`src/rtl/lsu_mem_ctrl.sv`:
```
// Load/store sequencer: one request at a time, word-aligned accesses with byte enables,
// word-crossing accesses split in two, extended load data returned with a response pulse.
module lsu_mem_ctrl #(
   parameter int unsigned ADDR_WIDTH       = 32,
   parameter int unsigned DATA_WIDTH       = 32,
   parameter bit          ALLOW_MISALIGNED = 1'b1
) (
   input  logic                  clk,
   input  logic                  rst_n,
   input  logic                  req_valid,
   output logic                  req_ready,
   input  logic                  req_we,
   input  logic [1:0]            req_size,
   input  logic                  req_unsigned,
   input  logic [ADDR_WIDTH-1:0] req_addr,
   input  logic [DATA_WIDTH-1:0] req_wdata,
   output logic                  rsp_valid,
   output logic [DATA_WIDTH-1:0] rsp_rdata,
   output logic                  rsp_err,
   output logic [ADDR_WIDTH-1:0] mem_addr,
   input  logic [DATA_WIDTH-1:0] mem_rd_data,
   output logic                  mem_wr_en,
   output logic [ADDR_WIDTH-1:0] mem_wr_addr,
   output logic [DATA_WIDTH-1:0] mem_wr_data,
   output logic [3:0]            mem_byte_en
);

   typedef enum logic [1:0] {StIdle, StAcc1, StAcc2, StResp} state_e;

   state_e                state_q;
   logic                  we_q;
   logic [1:0]            size_q;
   logic                  uns_q;
   logic [1:0]            off_q;
   logic                  cross_q;
   logic [ADDR_WIDTH-1:0] w1_q;
   logic [3:0]            be_hi_q;
   logic [31:0]           wd_hi_q;
   logic [31:0]           buf_lo_q;
   logic [23:0]           buf_hi_q;

   logic [1:0]            req_off;
   logic [3:0]            req_mask;
   logic [2:0]            req_nbytes;
   logic [2:0]            req_end;
   logic                  req_cross;
   logic                  req_bad;
   logic [7:0]            req_m8;
   logic [63:0]           req_d64;
   logic [ADDR_WIDTH-1:0] req_w0;

   logic [31:0]           ld_lo;
   logic [23:0]           ld_hi;
   logic [31:0]           ld_raw;
   logic [31:0]           ld_ext;
   logic [31:0]           rsp_data_n;

   assign req_ready = (state_q == StIdle);

   always_comb begin
      req_mask   = 4'b1111;
      req_nbytes = 3'd4;
      case (req_size)
         2'b00:   begin req_mask = 4'b0001; req_nbytes = 3'd1; end
         2'b01:   begin req_mask = 4'b0011; req_nbytes = 3'd2; end
         default: begin req_mask = 4'b1111; req_nbytes = 3'd4; end
      endcase
   end

   assign req_off   = req_addr[1:0];
   assign req_end   = {1'b0, req_off} + req_nbytes;
   assign req_cross = (req_end > 3'd4);
   assign req_bad   = (req_size == 2'b11) || (req_cross && !ALLOW_MISALIGNED);
   assign req_m8    = {4'b0000, req_mask} << req_off;
   assign req_d64   = {32'b0, req_wdata} << {req_off, 3'b000};
   assign req_w0    = {req_addr[ADDR_WIDTH-1:2], 2'b00};

   // Buffers as they will look after this edge, so the response can be registered in the same edge
   assign ld_lo = (state_q == StAcc1) ? mem_rd_data : buf_lo_q;
   assign ld_hi = (state_q == StAcc2) ? mem_rd_data[23:0] : buf_hi_q;

   always_comb begin
      ld_raw = ld_lo;
      case (off_q)
         2'd0:    ld_raw = ld_lo;
         2'd1:    ld_raw = {ld_hi[7:0],  ld_lo[31:8]};
         2'd2:    ld_raw = {ld_hi[15:0], ld_lo[31:16]};
         default: ld_raw = {ld_hi[23:0], ld_lo[31:24]};
      endcase
   end

   always_comb begin
      ld_ext = ld_raw;
      case (size_q)
         2'b00:   ld_ext = uns_q ? {24'b0, ld_raw[7:0]}  : {{24{ld_raw[7]}}, ld_raw[7:0]};
         2'b01:   ld_ext = uns_q ? {16'b0, ld_raw[15:0]} : {{16{ld_raw[15]}}, ld_raw[15:0]};
         default: ld_ext = ld_raw;
      endcase
   end

   assign rsp_data_n = we_q ? 32'b0 : ld_ext;

   always_ff @(posedge clk or negedge rst_n) begin
      if (!rst_n) begin
         state_q     <= StIdle;
         we_q        <= 1'b0;
         size_q      <= 2'b00;
         uns_q       <= 1'b0;
         off_q       <= 2'b00;
         cross_q     <= 1'b0;
         w1_q        <= '0;
         be_hi_q     <= 4'b0;
         wd_hi_q     <= 32'b0;
         buf_lo_q    <= 32'b0;
         buf_hi_q    <= 24'b0;
         rsp_valid   <= 1'b0;
         rsp_rdata   <= '0;
         rsp_err     <= 1'b0;
         mem_addr    <= '0;
         mem_wr_addr <= '0;
         mem_wr_data <= '0;
         mem_wr_en   <= 1'b0;
         mem_byte_en <= 4'b0;
      end else begin
         case (state_q)
            StIdle: begin
               if (req_valid) begin
                  we_q    <= req_we;
                  size_q  <= req_size;
                  uns_q   <= req_unsigned;
                  off_q   <= req_off;
                  cross_q <= req_cross;
                  w1_q    <= req_w0 + {{(ADDR_WIDTH-3){1'b0}}, 3'd4};
                  be_hi_q <= req_m8[7:4];
                  wd_hi_q <= req_d64[63:32];
                  if (req_bad) begin
                     state_q   <= StResp;
                     rsp_valid <= 1'b1;
                     rsp_err   <= 1'b1;
                     rsp_rdata <= '0;
                  end else begin
                     state_q     <= StAcc1;
                     mem_addr    <= req_w0;
                     mem_wr_addr <= req_w0;
                     mem_wr_en   <= req_we;
                     mem_byte_en <= req_m8[3:0];
                     mem_wr_data <= req_d64[31:0];
                  end
               end
            end
            StAcc1: begin
               if (!we_q) buf_lo_q <= mem_rd_data;
               if (cross_q) begin
                  state_q     <= StAcc2;
                  mem_addr    <= w1_q;
                  mem_wr_addr <= w1_q;
                  mem_byte_en <= be_hi_q;
                  mem_wr_data <= wd_hi_q;
               end else begin
                  state_q     <= StResp;
                  mem_wr_en   <= 1'b0;
                  mem_byte_en <= 4'b0;
                  rsp_valid   <= 1'b1;
                  rsp_err     <= 1'b0;
                  rsp_rdata   <= rsp_data_n;
               end
            end
            StAcc2: begin
               if (!we_q) buf_hi_q <= mem_rd_data[23:0];
               state_q     <= StResp;
               mem_wr_en   <= 1'b0;
               mem_byte_en <= 4'b0;
               rsp_valid   <= 1'b1;
               rsp_err     <= 1'b0;
               rsp_rdata   <= rsp_data_n;
            end
            default: begin
               state_q   <= StIdle;
               rsp_valid <= 1'b0;
               rsp_err   <= 1'b0;
               rsp_rdata <= '0;
            end
         endcase
      end
   end

endmodule

```
`config.mk`:
```
export PLATFORM = sky130hd
export DESIGN_NAME = lsu_mem_ctrl
export DESIGN_NICKNAME = d
export VERILOG_FILES = /design/src/rtl/lsu_mem_ctrl.sv
export SDC_FILE = /design/constraint.sdc
export NUM_CORES = 1
export LEC_CHECK = 0
export CORE_ASPECT_RATIO = 1.1
export CORE_MARGIN = 3
export CORE_UTILIZATION = 40
export DETAILED_ROUTE_END_ITERATION = 10
export GPL_TIMING_DRIVEN = 1
export PLACE_DENSITY_LB_ADDON = 0.1
export SYNTH_ARGS = -nofsm -noshare
export SYNTH_HDL_FRONTEND = slang
export SYNTH_SLANG_ARGS = --single-unit
```
`constraint.sdc`:
```
create_clock -name clk -period 2.67 [get_ports clk]
set_input_delay 0.4005 -clock clk [delete_from_list [all_inputs] [get_ports clk]]
set_output_delay 0.4005 -clock clk [all_outputs]
set_load 0.005 [all_outputs]
```
=== Word level (Yosys, flattened, before mapping) ===
Cells that the tools add are included.

* Register bits: 236
* Bits in latches: 0
* Memory bits (writable): 0
* Memory bits (read-only): 0
* Input bits: 103
* Logic and storage cells: 87
* Memories kept: 0

* $add $sub $neg: 2
* Multiply operators: 0
* Divide/modulo/power cells: 0
* Order comparisons: 1
* Equality and inequality tests: 12
* Shifts and indexed selects: 2
* Muxes and demuxes: 38
* Bitwise operators: 1
* Reduce and logical (&&, ||, !) cells: 13

{| class="wikitable"
|+ Operators by type and width
! kind !! count
|-
| two-way mux 32 bit || 13
|-
| case mux 32 bit (2 select lines) || 3
|-
| case mux 32 bit (3 select lines) || 2
|-
| << shifter 32 x 5 -> 64 bit || 1
|-
| adder 32 x 3 -> 32 bit (second input constant) || 1
|-
| two-way mux 24 bit || 1
|-
| two-way mux 4 bit || 3
|-
| case mux 4 bit (3 select lines) || 1
|-
| == test 2 x 1 -> 1 bit (second input constant) || 4
|-
| zero test 2 bit || 4
|-
| inequality test 2 bit (second input constant) || 4
|-
| case mux 4 bit (2 select lines) || 1
|-
| AND reduction 4 bit || 2
|-
| << shifter 4 x 2 -> 8 bit || 1
|-
| two-way mux 1 bit || 7
|-
| == test 2 bit (second input constant) || 3
|-
| case mux 1 bit (3 select lines) || 2
|-
| case mux 2 bit (3 select lines) || 1
|-
| case mux 3 bit (2 select lines) || 1
|-
| AND reduction 2 bit || 3
|-
| AND reduction 3 bit || 2
|-
| two-way mux 2 bit || 2
|-
| adder 2 x 3 -> 3 bit || 1
|-
| > comparator 3 bit (second input constant) || 1
|-
| 5 further kinds || 5
|}

=== Longest topological paths before layout ===
* Depth after elaboration: 8
* Gate-level depth with buffers: 10

=== Worst setup path after synthesis ===
Ideal clock, no wire load.

* Path kind: reg-to-reg
* Start point: register state_q[1]
* End point: register rsp_rdata[12]
* Arrival: 1.988 ns
* Data required time: 2.605 ns
* Path slack: 0.617 ns
* Stages on the path, launching flop included: 9
* Path buffers: 2
* Clock period less this slack: 2.053 ns
* Path through: dfrtp_1 > inv_1 > ha_1 > buf_2 > mux2_2 > a222oi_1 > and4b_1 > buf_4 > a211o_1

* Longest elaborated chain between the ends: 8
* Elaborated cells on any way between the ends: 16
* Those cells by class: eq/ne (5); mux (9); reduce/logical (2)

{| class="wikitable"
|+ RTL lines
! what !! RTL line !! text
|-
| from (decl) || 30 || <nowiki>state_e state_q;</nowiki>
|-
| from (signal assigned) || 105 || <nowiki>state_q <= StIdle;</nowiki>
|-
| from (signal assigned) || 137 || <nowiki>state_q <= StResp;</nowiki>
|-
| from (signal assigned) || 142 || <nowiki>state_q <= StAcc1;</nowiki>
|-
| == test 2 bit or == test 2 x 1 -> 1 bit (tied branches) || 80, 125, 79 ||
|-
| two-way mux 24 bit or two-way mux 32 bit (tied branches) || 80, 79 ||
|-
| case mux 32 bit (3 select lines) || 84 || <nowiki>case (off_q)</nowiki>
|-
| two-way mux 32 bit, on equally long branches || 96, 95 ||
|-
| case mux 32 bit (2 select lines) || 94 || <nowiki>case (size_q)</nowiki>
|-
| two-way mux 32 bit || 101 || <nowiki>assign rsp_data_n = we_q ? 32'b0 : ld_ext;</nowiki>
|-
| two-way mux 32 bit || 153 || <nowiki>if (cross_q) begin</nowiki>
|-
| case mux 32 bit (3 select lines) || 125 || <nowiki>case (state_q)</nowiki>
|-
| to (signal assigned) || 165 || <nowiki>rsp_rdata <= rsp_data_n;</nowiki>
|-
| to (signal assigned) || 175 || <nowiki>rsp_rdata <= rsp_data_n;</nowiki>
|-
| to (decl) || 18 || <nowiki>output logic [DATA_WIDTH-1:0] rsp_rdata,</nowiki>
|}

Parallel ways exist; a longest one is shown, timed or not. The select of a mux whose other input is x is not followed.
A chain may end at the register's enable or synchronous reset.

=== Final worst setup path ===
* Start point: register state_q[1]
* End point: register rsp_rdata[23]

Same word-level chain as after synthesis.

==> impl_results.html <==
<table>
<tr><th>Metric</th><th>Value</th></tr>
<tr><th colspan="2">Timing</th></tr>
<tr><td>Max-slew violation count</td><td>0</td></tr>
<tr><td>Fmax</td><td>407 MHz</td></tr>
<tr><td>Worst setup margin</td><td>0.214 ns</td></tr>
<tr><td>Setup violation total in the final timing report</td><td>0</td></tr>
<tr><td>Total Negative Setup Slacks</td><td>0 ns</td></tr>
<tr><td>Final hold violation count</td><td>0</td></tr>
<tr><td>Final worst path period share</td><td>92.0%</td></tr>
<tr><td>Slew at the pin closest to its max-slew limit</td><td>1.13 ns</td></tr>
<tr><td>Setup repair after global routing missed its margin</td><td>false</td></tr>
<tr><td>Clock period minus final worst setup slack</td><td>~2.5 ns</td></tr>
<tr><td>Relative slew slack</td><td>24.2%</td></tr>
<tr><td>Maximum clock skew at final layout</td><td>0.0107 ns</td></tr>
<tr><th colspan="2">Finish</th></tr>
<tr><td>Number of antenna cells inserted</td><td>0</td></tr>
<tr><td>Area occupied by registers</td><td>0.00558 sq mm</td></tr>
<tr><td>Synthesis-to-layout area growth</td><td>29.4%</td></tr>
<tr><td>Ratio of cells with drive above 1 in the final layout</td><td>between 15 and 20%</td></tr>
<tr><td>Final net count</td><td>1423</td></tr>
<tr><td>Count of filler cells inserted in the layout</td><td>2616</td></tr>
<tr><td>Area taken by multi-input logic gates</td><td>0.00563 sq mm</td></tr>
<tr><td>Final design utilization</td><td>53.0%</td></tr>
<tr><td>Final std cell area, no fill</td><td>roughly 0.015 sq mm</td></tr>
<tr><td>Number of non-filler instances in the completed layout</td><td>1698</td></tr>
<tr><th colspan="2">GRT</th></tr>
<tr><td>GRT overflow</td><td>0</td></tr>
<tr><td>All-layer global routing usage</td><td>between 20% and 30%</td></tr>
<tr><td>Largest net degree at the start of global routing</td><td>57</td></tr>
<tr><td>Number of antenna violations at the first check in global routing</td><td>1</td></tr>
<tr><td>Number of global-route vias before repair</td><td>9578</td></tr>
<tr><td>First-pass GRT wire length</td><td>53300 um</td></tr>
<tr><th colspan="2">Clock network</th></tr>
<tr><td>Clk_lat worst skew</td><td>between 0.5 and 0.6 ns</td></tr>
<tr><td>Number of CTS-inserted buffers</td><td>27</td></tr>
<tr><td>Post-CTS Hold Fix Bufs</td><td>1</td></tr>
<tr><td>CTS Root Cell</td><td>sky130_fd_sc_hd__clkbuf_16</td></tr>
<tr><td>Clock slew seen by the registers of the worst setup and hold paths</td><td>0.06 ns</td></tr>
<tr><td>CTS tree</td><td>built</td></tr>
<tr><td>Depth of the CTS H-tree</td><td>1</td></tr>
<tr><td>Clock tree buffer depth</td><td>3</td></tr>
<tr><td>Setup Buffers After CTS</td><td>0</td></tr>
<tr><td>Clock sink count</td><td>between 200 and 250</td></tr>
<tr><td>Post-CTS Resized</td><td>0</td></tr>
<tr><th colspan="2">Setup path</th></tr>
<tr><td>R2R Setup Slk</td><td>0.21 ns</td></tr>
<tr><td>Maximum cell stage delay along the critical path</td><td>0.74 ns</td></tr>
<tr><td>Logic depth of the worst register-to-register path</td><td>7</td></tr>
<tr><td>Type of the worst setup path</td><td>flip-flop to flip-flop</td></tr>
<tr><td>Critical-path cell list</td><td>inv_1 -&gt; ha_4 -&gt; mux2i_1 -&gt; mux2_2 -&gt; nor2_1 -&gt; o311ai_4 -&gt; o2111ai_1</td></tr>
<tr><td>Required @ worst endpoint</td><td>3.01 ns</td></tr>
<tr><td>Sort of element at the start of the critical path</td><td>flip-flop</td></tr>
<tr><td>Crit path arrival time</td><td>2.80 ns</td></tr>
<tr><td>Type of destination of the critical path</td><td>flip-flop</td></tr>
<tr><td>Launching point of the worst reg2reg path</td><td>state_q[1]</td></tr>
<tr><td>Standard cell with the maximum stage delay on the critical path</td><td>sky130_fd_sc_hd__o311ai_4</td></tr>
<tr><td>Crit Reg-Reg Endpoint</td><td>rsp_rdata[23]</td></tr>
<tr><td>Largest fanout of any net on the critical path</td><td>16</td></tr>
<tr><th colspan="2">Logic synthesis</th></tr>
<tr><td>Share of the synthesized area in the top cell type</td><td>a little under half</td></tr>
<tr><td>Proportion of register bits with asynchronous set or reset after synthesis</td><td>100%</td></tr>
<tr><td>Register bit total from synthesis</td><td>around 220</td></tr>
<tr><td>Synthesis warning total</td><td>0</td></tr>
<tr><td>Leading register cell type out of synthesis</td><td>sky130_fd_sc_hd__dfrtp_1</td></tr>
<tr><td>Post-synthesis cell count</td><td>1116</td></tr>
<tr><td>Avg Inst Size Synth</td><td>10.6 sq um</td></tr>
<tr><td>Synthesized cell area</td><td>0.0119 sq mm</td></tr>
<tr><td>EDFF count, synth</td><td>0</td></tr>
<tr><td>Count of cell types in the netlist</td><td>between 60 and 70</td></tr>
<tr><td>Fraction of the yosys area taken by sequential cells</td><td>a little under half</td></tr>
<tr><td>Leading cell types by total area after synthesis</td><td>sky130_fd_sc_hd__dfrtp_1 (47%), sky130_fd_sc_hd__mux2_2 (8.0%), sky130_fd_sc_hd__mux2i_1 (6.3%)</td></tr>
<tr><td>Leading area contributor after synthesis</td><td>sky130_fd_sc_hd__dfrtp_1</td></tr>
<tr><th colspan="2">Power and ir drop</th></tr>
<tr><td>Power spent charging and discharging nets</td><td>6600 uW</td></tr>
<tr><td>Portion of total power attributed to the clock network</td><td>around a fifth</td></tr>
<tr><td>Static leakage</td><td>0.00650 uW</td></tr>
<tr><td>Logic pwr share</td><td>47.3%</td></tr>
<tr><td>Maximum vdd ir drop</td><td>between 400 and 500 uV</td></tr>
<tr><td>Net switching fraction of the power</td><td>between 30% and 40%</td></tr>
<tr><td>Power density cells</td><td>1190 mW/mm^2</td></tr>
<tr><td>Fraction of power consumed by sequential logic</td><td>33.0%</td></tr>
<tr><td>Internal Dissipation</td><td>around 12000 uW</td></tr>
<tr><th colspan="2">Floorplanning</th></tr>
<tr><td>Die X-Extent</td><td>between 150 and 200 um</td></tr>
<tr><td>Total Die Area</td><td>0.0318 sq mm</td></tr>
<tr><td>Core box area</td><td>0.0290 sq mm</td></tr>
<tr><td>Count of boundary I/O pins</td><td>239</td></tr>
<tr><td>Die height</td><td>187 um</td></tr>
<tr><td>Cell Rows</td><td>65</td></tr>
<tr><td>Initial core utilization</td><td>about 40%</td></tr>
<tr><th colspan="2">Route</th></tr>
<tr><td>Routed WL</td><td>33200 um</td></tr>
<tr><td>Wirelength per Cell</td><td>approximately 20 um</td></tr>
<tr><td>Total number of vias</td><td>between 9000 and 10000</td></tr>
<tr><td>Average vias per placed instance</td><td>5.47</td></tr>
<tr><td>First-pass iteration count of the detailed router</td><td>5</td></tr>
<tr><td>Count of routing violations after the opening detailed-route iteration</td><td>461</td></tr>
<tr><td>Remaining antenna violation count after routing</td><td>0</td></tr>
<tr><td>Detailed-route DRC error count</td><td>0</td></tr>
<tr><th colspan="2">Placement</th></tr>
<tr><td>Placed cell area</td><td>~0.014 sq mm</td></tr>
<tr><td>Detailed placer's ending HPWL</td><td>~23000 um</td></tr>
<tr><td>Quantity of I/O buffers inserted on ports</td><td>234</td></tr>
<tr><td>Worst slack at placement</td><td>slightly above 0.08 ns</td></tr>
<tr><td>Global placement routability congestion</td><td>between 0.8 and 0.9</td></tr>
<tr><td>Cell Count Post-Placement</td><td>1651</td></tr>
<tr><th colspan="2">Run</th></tr>
<tr><td>Max-Cap Viols</td><td>0</td></tr>
<tr><th colspan="2">Status</th></tr>
<tr><td>Outcome</td><td>finished clean</td></tr>
<tr><th colspan="2">Worst hold path</th></tr>
<tr><td>Type of the worst min-delay path</td><td>primary input to asynchronous set/reset pin</td></tr>
</table>
## layout by cell type, fill, tap and decap left out, types with 10 or more instances in the layout
cell / Yosys / final
sky130_fd_sc_hd__clkdlybuf4s50_1: 0 / 233
sky130_fd_sc_hd__dfrtp_1: 223 / 222
sky130_fd_sc_hd__nand2_1: 153 / 152
sky130_fd_sc_hd__o21ai_0: 95 / 95
sky130_fd_sc_hd__mux2_2: 84 / 84
sky130_fd_sc_hd__mux2i_1: 75 / 75
sky130_fd_sc_hd__nor2_1: 52 / 52
sky130_fd_sc_hd__buf_4: 38 / 40
sky130_fd_sc_hd__nand3_1: 29 / 29
sky130_fd_sc_hd__clkbuf_16: 0 / 27
sky130_fd_sc_hd__a22oi_1: 24 / 24
sky130_fd_sc_hd__a221oi_1: 24 / 24
sky130_fd_sc_hd__a21oi_1: 23 / 23
sky130_fd_sc_hd__mux4_2: 21 / 21
sky130_fd_sc_hd__nor2b_1: 20 / 20
sky130_fd_sc_hd__a22o_1: 18 / 18
sky130_fd_sc_hd__xor2_1: 18 / 18
sky130_fd_sc_hd__a211oi_1: 15 / 15
sky130_fd_sc_hd__inv_1: 11 / 11
sky130_fd_sc_hd__o211ai_1: 10 / 10
sky130_fd_sc_hd__xnor2_1: 10 / 10
sky130_fd_sc_hd__o31ai_1: 10 / 10
## power groups by stage
stage / clock [uW] / combinational [uW] / sequential [uW]
finish: 3590 / 8610 / 6010
global route: 3820 / 9520 / 6220
CTS: 3690 / 8760 / 6020
detailed placement: 0 / 8720 / 6060
global placement: 0 / 8600 / 6020
floorplan: 0 / 5730 / 5760
## how the worst max path moves through the flow
stage	start	end	slack, ns	cells past startpoint
floorplan	state_q[1]	rsp_rdata[12]	0.62	8
global placement	mem_rd_data[23]	rsp_rdata[23]	0.19	6
detailed placement	mem_rd_data[23]	rsp_rdata[23]	0.08	6
CTS	state_q[0]	req_ready	0.20	4
global route	state_q[1]	rsp_rdata[23]	0.05	7
finish	state_q[1]	rsp_rdata[23]	0.21	7
## synthesized netlist by cell type, types with 3 or more instances
| master | n |
|---|---|
| sky130_fd_sc_hd__mux2_2 | 84 |
| sky130_fd_sc_hd__a211o_1 | 9 |
| sky130_fd_sc_hd__nor2b_1 | 20 |
| sky130_fd_sc_hd__a22o_1 | 18 |
| sky130_fd_sc_hd__buf_1 | 6 |
| sky130_fd_sc_hd__and3_1 | 8 |
| sky130_fd_sc_hd__ha_1 | 6 |
| sky130_fd_sc_hd__a22oi_1 | 24 |
| sky130_fd_sc_hd__xnor2_1 | 10 |
| sky130_fd_sc_hd__nand4_1 | 9 |
| sky130_fd_sc_hd__inv_1 | 11 |
| sky130_fd_sc_hd__clkbuf_1 | 39 |
| sky130_fd_sc_hd__o21ai_0 | 95 |
| sky130_fd_sc_hd__a211oi_1 | 15 |
| sky130_fd_sc_hd__a221oi_1 | 24 |
| sky130_fd_sc_hd__o31ai_1 | 10 |
| sky130_fd_sc_hd__nor3_1 | 7 |
| sky130_fd_sc_hd__buf_6 | 3 |
| sky130_fd_sc_hd__nand2_1 | 153 |
| sky130_fd_sc_hd__a21oi_1 | 23 |
| sky130_fd_sc_hd__buf_4 | 38 |
| sky130_fd_sc_hd__mux2_1 | 4 |
| sky130_fd_sc_hd__dfrtp_1 | 223 |
| sky130_fd_sc_hd__buf_2 | 27 |
| sky130_fd_sc_hd__o211ai_1 | 10 |
| sky130_fd_sc_hd__nand3_1 | 29 |
| sky130_fd_sc_hd__xor2_1 | 18 |
| sky130_fd_sc_hd__mux2i_1 | 75 |
| sky130_fd_sc_hd__nand2b_1 | 4 |
| sky130_fd_sc_hd__nor2_1 | 52 |
| sky130_fd_sc_hd__nor4_1 | 3 |
| sky130_fd_sc_hd__mux4_2 | 21 |
| sky130_fd_sc_hd__a31oi_1 | 3 |
## through the flow
step | hold slack, ns | total power [uW]
floorplan | 0.105 | 11500
global placement | 0.364 | 14600
detailed placement | 0.359 | 14800
CTS | 0.395 | 18500
global route | 0.426 | 19600
finish | 0.386 | 18200
## per-layer routing
layer,share of wire [%],GRT usage [%],vias up
met5,0.039,0,-
met4,2.3,5.12,2
met3,5.9,3.41,57
met2,49,35.0,293
met1,43,27.7,4554
li1,-,-,4389
## final cells by class
class / instances / share of cell area (%)
Clock buffer: 44 / 5.41
Clock inverter: 2 / 0.253
Inverter: 12 / 0.294
Multi-Input combinational cell: 769 / 36.7
Sequential cell: 223 / 36.4
Tap cell: 368 / 3.00
Timing Repair Buffer: 280 / 18.0
## registers in the layout, indices dropped and copies added, names as in the netlist, 3 cells and up
| register | cells |
|---|---|
| be_hi_q | 3 |
| buf_hi_q | 24 |
| buf_lo_q | 32 |
| mem_byte_en | 4 |
| mem_wr_addr | 30 |
| mem_wr_data | 32 |
| rsp_rdata | 32 |
| w1_q | 30 |
| wd_hi_q | 24 |
## worst max-delay path, delay by kind of cell, from the launching register on
family	cells	cell delay [ns]
and+or+nand+nor	1	0.07
adders and majority gates	1	0.26
buffers and inverters	1	0.13
AOI/OAI and AO/OA	2	0.97
DFF	1	0.40
muxes	2	0.44
## kinds of logic (layout without fill, tap and decap cells)
family                     after synthesis  after routing  share of synthesized area [%]
DFF                                    223            223                           47.1
other                                    1              4                         0.0316
buffers and inverters                  127            338                           5.84
adders and majority gates                7              7                          0.802
muxes                                  185            185                           18.8
and+or+nand+nor                        301            301                           11.5
AOI/OAI and AO/OA                      244            244                           13.9
xor gates and xnor gates                28             28                           2.07
No activity file was read; power rests on OpenSTA's default activity.
